## src/rtl/seq_arbiter_pkg.sv

```systemverilog
// Shared types and helpers for the round-robin sequence arbiter.
package seq_arbiter_pkg;

    typedef enum logic [1:0] {
        ST_IDLE = 2'd0,
        ST_RUN  = 2'd1,
        ST_DONE = 2'd2
    } state_e;

    localparam logic [3:0] SEQ_SEED_DEFAULT = 4'b0101;

    // A requested length of zero stands for a full 2^width burst.
    function automatic int unsigned burst_count(input int unsigned len,
                                                input int unsigned width);
        return (len == 0) ? (32'd1 << width) : len;
    endfunction

endpackage

```

## src/rtl/seq_pos_counter.sv

```systemverilog
// Per-requester saved sequence position: up counter with synchronous clear and enable.
module seq_pos_counter #(
    parameter int unsigned WIDTH = 4
) (
    input  logic             CLK,
    input  logic             Reset,
    input  logic             Clr,
    input  logic             En,
    output logic [WIDTH-1:0] Pos
);

    logic [WIDTH-1:0] pos_q, pos_d;

    // Clear takes priority over the increment.
    always_comb begin
        pos_d = pos_q;
        if (Clr) begin
            pos_d = '0;
        end else if (En) begin
            pos_d = pos_q + WIDTH'(1);
        end
    end

    always_ff @(posedge CLK or negedge Reset) begin
        if (!Reset) begin
            pos_q <= '0;
        end else begin
            pos_q <= pos_d;
        end
    end

    assign Pos = pos_q;

endmodule

```

## src/rtl/seq_arbiter.sv

```systemverilog
// Round-robin time-sharing of one XOR-pattern sequence generator between two
// requesters, each resuming from its own saved position on its next grant.
module seq_arbiter
    import seq_arbiter_pkg::*;
#(
    parameter int unsigned      WIDTH = 4,
    parameter logic [WIDTH-1:0] SEED  = WIDTH'(SEQ_SEED_DEFAULT)
) (
    input  logic             CLK,
    input  logic             Reset,
    input  logic [1:0]       Req,
    input  logic [WIDTH-1:0] Len0,
    input  logic [WIDTH-1:0] Len1,
    input  logic [1:0]       Clr,
    output logic [1:0]       Grant,
    output logic             Valid,
    output logic [WIDTH-1:0] Number,
    output logic [1:0]       Done,
    output logic             Busy
);

    state_e           state_q, state_d;
    logic             owner_q, owner_d;
    logic             last_q, last_d;
    logic [1:0]       grant_q, grant_d;
    logic             valid_q, valid_d;
    logic [WIDTH-1:0] number_q, number_d;
    logic [1:0]       done_q, done_d;
    logic             busy_q, busy_d;
    logic [WIDTH:0]   rem_q, rem_d;

    logic             win;
    logic [WIDTH-1:0] pos0, pos1, pos_w;
    logic [1:0]       pos_en;

    assign pos_en[0] = (state_q == ST_RUN) && !owner_q;
    assign pos_en[1] = (state_q == ST_RUN) &&  owner_q;
    assign pos_w     = owner_q ? pos1 : pos0;

    seq_pos_counter #(.WIDTH(WIDTH)) u_pos0 (
        .CLK   (CLK),
        .Reset (Reset),
        .Clr   (Clr[0]),
        .En    (pos_en[0]),
        .Pos   (pos0)
    );

    seq_pos_counter #(.WIDTH(WIDTH)) u_pos1 (
        .CLK   (CLK),
        .Reset (Reset),
        .Clr   (Clr[1]),
        .En    (pos_en[1]),
        .Pos   (pos1)
    );

    always_ff @(posedge CLK or negedge Reset) begin
        if (!Reset) begin
            state_q  <= ST_IDLE;
            owner_q  <= 1'b0;
            last_q   <= 1'b1;
            grant_q  <= '0;
            valid_q  <= 1'b0;
            number_q <= SEED;
            done_q   <= '0;
            busy_q   <= 1'b0;
            rem_q    <= '0;
        end else begin
            state_q  <= state_d;
            owner_q  <= owner_d;
            last_q   <= last_d;
            grant_q  <= grant_d;
            valid_q  <= valid_d;
            number_q <= number_d;
            done_q   <= done_d;
            busy_q   <= busy_d;
            rem_q    <= rem_d;
        end
    end

    always_comb begin
        state_d = state_q;
        unique case (state_q)
            ST_IDLE: if (Req != 2'b00) state_d = ST_RUN;
            ST_RUN:  if (rem_q == (WIDTH+1)'(1)) state_d = ST_DONE;
            ST_DONE: state_d = ST_IDLE;
            default: state_d = ST_IDLE;
        endcase
    end

    // A tie goes to the requester that did not own the previous burst.
    always_comb begin
        win      = (Req == 2'b10) ? 1'b1 : (Req == 2'b01) ? 1'b0 : ~last_q;
        owner_d  = owner_q;
        last_d   = last_q;
        grant_d  = grant_q;
        valid_d  = valid_q;
        number_d = number_q;
        done_d   = '0;
        busy_d   = busy_q;
        rem_d    = rem_q;
        unique case (state_q)
            ST_IDLE: begin
                valid_d = 1'b0;
                if (Req != 2'b00) begin
                    owner_d = win;
                    grant_d = win ? 2'b10 : 2'b01;
                    busy_d  = 1'b1;
                    rem_d   = (WIDTH+1)'(burst_count(32'(win ? Len1 : Len0), WIDTH));
                end
            end
            ST_RUN: begin
                valid_d  = 1'b1;
                number_d = pos_w ^ SEED;
                rem_d    = rem_q - (WIDTH+1)'(1);
            end
            ST_DONE: begin
                valid_d = 1'b0;
                grant_d = '0;
                busy_d  = 1'b0;
                done_d  = owner_q ? 2'b10 : 2'b01;
                last_d  = owner_q;
            end
            default: ;
        endcase
    end

    assign Grant  = grant_q;
    assign Valid  = valid_q;
    assign Number = number_q;
    assign Done   = done_q;
    assign Busy   = busy_q;

endmodule

```

## config.mk

```make
export PLATFORM = sky130hd
export DESIGN_NAME = seq_arbiter
export DESIGN_NICKNAME = d
export VERILOG_FILES = /design/src/rtl/seq_arbiter_pkg.sv /design/src/rtl/seq_pos_counter.sv /design/src/rtl/seq_arbiter.sv
export SDC_FILE = /design/constraint.sdc
export NUM_CORES = 1
export LEC_CHECK = 0
export CAP_MARGIN = 20
export CORE_MARGIN = 2
export CORE_UTILIZATION = 55
export CTS_CLUSTER_SIZE = 24
export DETAILED_ROUTE_END_ITERATION = 12
export PLACE_DENSITY_LB_ADDON = 0.3
export SLEW_MARGIN = 40
export SYNTH_ARGS = -nofsm -noshare
export SYNTH_HDL_FRONTEND = slang
export SYNTH_SLANG_ARGS = --single-unit
```

## constraint.sdc

```tcl
create_clock -name CLK -period 3.05 [get_ports CLK]
set_clock_uncertainty 0.1 [all_clocks]
set_input_delay 0.61 -clock CLK [delete_from_list [all_inputs] [get_ports CLK]]
set_output_delay 0.61 -clock CLK [all_outputs]
set_load 0.01 [all_outputs]
```

==> impl_metrics.env <==
export IMPL_cts_inserted_buffers=3
export IMPL_slew_headroom_pct=69.1
export IMPL_worstSetupPathType="register to output pin"
export IMPL_place_gp_congestion=0.789
export IMPL_irDropWorstVdd_uv=539
export IMPL_synth_yosys_seq_area_share_pct=50.2
export IMPL_crit_buf_inv=1
export IMPL_setup_viol_count_final=0
export IMPL_h_tree_depth=1
export IMPL_crit_required_ns=2.34
export IMPL_ctsLongestPathBuffers=2
export IMPL_setup_total_negative_slack_ns=0
export IMPL_post_route_period_util_pct=69.0
export IMPL_antenna_violations_before_repair=0
export IMPL_totalPowerFinal_uw=1310
export IMPL_worst_slew_pin_slew_ns=0.463
export IMPL_design_portCount=24
export IMPL_worst_r2r_endpoint="u_pos1.Pos[3]"
export IMPL_synth_top_cell_area_share_pct=44.4
export IMPL_critical_path_reg2reg_startpoint="state_q[0]"
export IMPL_report_final_hold_viol_count=0
export IMPL_min_delay_worst_endpoint="Number[0]"
export IMPL_timing_critical_path_arrival_ns=1.40
export IMPL_worstPathMaxFanout=2
export IMPL_routed_via_count=1036
export IMPL_path_cells="clkdlybuf4s50_1"
export IMPL_postSynthNetCount=152
export IMPL_effective_utilization_at_floorplan_pct=59.4
export IMPL_total_wire_length_um=2680
export IMPL_cell_type_group_with_the_largest_total_delay_on_the_critical_path="flip-flops"
export IMPL_chipHeight_um=53.6
export IMPL_synth_top_cell_by_area="sky130_fd_sc_hd__dfrtp_1"
export IMPL_cts_sink_count=27
export IMPL_numPortBuffers=23
export IMPL_tritoncts="yes"
export IMPL_antenna_cells=0
export IMPL_final_common_cell="sky130_fd_sc_hd__dfrtp_1"
export IMPL_hold_slack_ns=0.388
export IMPL_drv_cap=0
export IMPL_grt_remaining_overflow=0
export IMPL_synth_yosys_warnings=0
export IMPL_route_antenna_remaining_nets=0
export IMPL_global_route_wire_length_before_repair_um=4560
export IMPL_synthesis_area_um2=1350
export IMPL_timing_max_transition_violations_final=0
export IMPL_post_cts_resized=0
export IMPL_cts_hold_buf=0
export IMPL_asyncSetResetFlopFracSynth_pct=100
export IMPL_final_cell_mix="24 x sky130_fd_sc_hd__dfrtp_1, 23 x sky130_fd_sc_hd__clkdlybuf4s50_1, 13 x sky130_fd_sc_hd__nor2_1"
export IMPL_share_clk_of_total_power_pct=11.5
export IMPL_drt_iter0_markers=10
export IMPL_synth_enable_flop_cells=0
export IMPL_grt_pass1_vias=1018
export IMPL_yosys_cell_types_count=39
export IMPL_startpoint_kind_of_the_worst_setup_timing_path="register"
export IMPL_fp_dieW_um=53.6
export IMPL_route_detailed_vias_per_inst=5.57
export IMPL_power_per_cell_area_nw_per_um2=804
export IMPL_design_core_area_um2=2280
export IMPL_synthesis_area_per_instance_um2=10.1
export IMPL_clk_insertion_delay_late_ns=0.31
export IMPL_comb_power_share_pct=41.0
export IMPL_final_net_count=177
export IMPL_synthCells=134
export IMPL_p_sw_share_pct=38.1
export IMPL_outcome="finished clean"
export IMPL_min_delay_path_depth=2
export IMPL_detailedPlacementHpwl_um=2020
export IMPL_worstSetupEndpointType="output pin"
export IMPL_power_switching_uw=501
export IMPL_cts_root_buf="sky130_fd_sc_hd__clkbuf_4"
export IMPL_ys_seq_elements=27
export IMPL_rsz_0062_raised_after_global_routing="false"
export IMPL_crit_path_top_delay_cell="sky130_fd_sc_hd__dfstp_2"
export IMPL_drtPass1Iterations=4
export IMPL_num_fill_cells=161
export IMPL_hold_path_class="register to register"
export IMPL_area_growth_pct=20.8
export IMPL_final_layout_size_suffix_gt1_share_pct=11.4
export IMPL_power_leakage_uw=0.000750
export IMPL_seq_power_share_pct=47.5
export IMPL_die_area_um2=2870
export IMPL_largest_net_degree_at_the_start_of_global_routing=28
export IMPL_timing_reg2reg_setup_slack_ns=1.35
export IMPL_yosys_top_cells_area="sky130_fd_sc_hd__dfrtp_1 44%, sky130_fd_sc_hd__dfstp_2 5.8%, sky130_fd_sc_hd__o21ai_0 4.1%"
export IMPL_postCtsSetupBuffers=0
export IMPL_placementRows=17
export IMPL_clock_transition_at_the_registers_of_the_reported_paths_ns=0.14
export IMPL_drcViolationCount=0
export IMPL_min_from="Number[0]"
export IMPL_detail_route_wl_per_cell_um=14.4
export IMPL_critPathMaxStageDelay_ns=0.56
export IMPL_post_route_min_period_ns=2.11
export IMPL_power_internal_uw=813
export IMPL_postSynth_topFlopCell="sky130_fd_sc_hd__dfrtp_1"
export IMPL_r2r_worst_path_cells=4
export IMPL_fmax_mhz=475
export IMPL_track_usage_pct=22.3
cell type report:
cell class	instances	area, um2	area share, %
Clock inverter	1	5.00	0.306
Inverter	9	33.8	2.07
Clock buffer	3	22.5	1.38
Timing Repair Buffer	25	245	15.0
Multi-Input combinational cell	93	613	37.5
Tap cell	28	35.0	2.14
Sequential cell	27	679	41.6
cell families (layout without fill, tap and decap cells):
kind of cell	Yosys count	in the layout	synth area share, %
AOI/OAI and AO/OA	30	30	14.9
xor gates and xnor gates	5	5	3.24
adders and majority gates	5	5	4.53
buffers and inverters	14	38	4.44
DFF	27	27	50.2
muxes	7	7	5.37
and+or+nand+nor	46	46	17.3
power by group through the flow:
| stage | registers (uW) | clock network (uW) | logic (uW) |
|---|---|---|---|
| final | 624 | 151 | 538 |
| after global routing | 644 | 167 | 609 |
| after CTS | 623 | 156 | 547 |
| after detailed placement | 630 | 0 | 538 |
| after global placement | 619 | 0 | 515 |
| after floorplan | 586 | 0 | 383 |
sequential cells by signal, indices dropped and copies added, names as in the netlist, 2 cells and up:
name and cells:
u_pos0.Pos 4, Grant 2, rem_q 5, u_pos1.Pos 4, Number 4, state_q 2, Done 2
synthesized netlist by cell type, drive strengths merged (2+ instances only):
cell    count
a21o        2
a21oi       8
buf         4
dfrtp      24
dfstp       3
ha          4
inv         9
mux2        2
mux2i       5
nand2      12
nand2b      2
nand3       6
nor2       13
nor3        2
nor4        2
o211ai      2
o21ai      11
xor2        4
stage by stage:
step | utilization [%] | setup WS, ns | cells | cell area, um2
after global routing | 71.8 | 0.903 | 186 | 1630
after CTS | 71.8 | 0.933 | 186 | 1630
final | 71.8 | 0.944 | 186 | 1630
after global placement | 70.6 | 0.786 | 182 | 1610
after floorplan | - | 1.40 | 134 | 1350
after detailed placement | 70.6 | 0.735 | 182 | 1610
layer usage:
| layer | global-route usage (%) | vias to the layer above | wire (um) |
|---|---|---|---|
| met5 | 0 | - | 0 |
| met4 | 7.26 | 0 | 16 |
| met3 | 3.89 | 2 | 62 |
| met2 | 37.4 | 13 | 1350 |
| met1 | 29.2 | 508 | 1260 |
| li1 | - | 513 | - |
how the worst max path moves through the flow:
stage | startpoint | end | slack, ns | depth (start not counted)
4_1_cts | Number[2] | Number[2] | 0.93 | 1
3_5_place_dp | Req[0] | rem_q[3] | 0.74 | 5
2_1_floorplan | Req[0] | rem_q[3] | 1.40 | 4
6_report | Number[2] | Number[2] | 0.94 | 1
3_3_place_gp | Req[0] | rem_q[3] | 0.79 | 5
5_1_grt | Number[0] | Number[0] | 0.90 | 1
No activity file was read; power rests on OpenSTA's default activity.
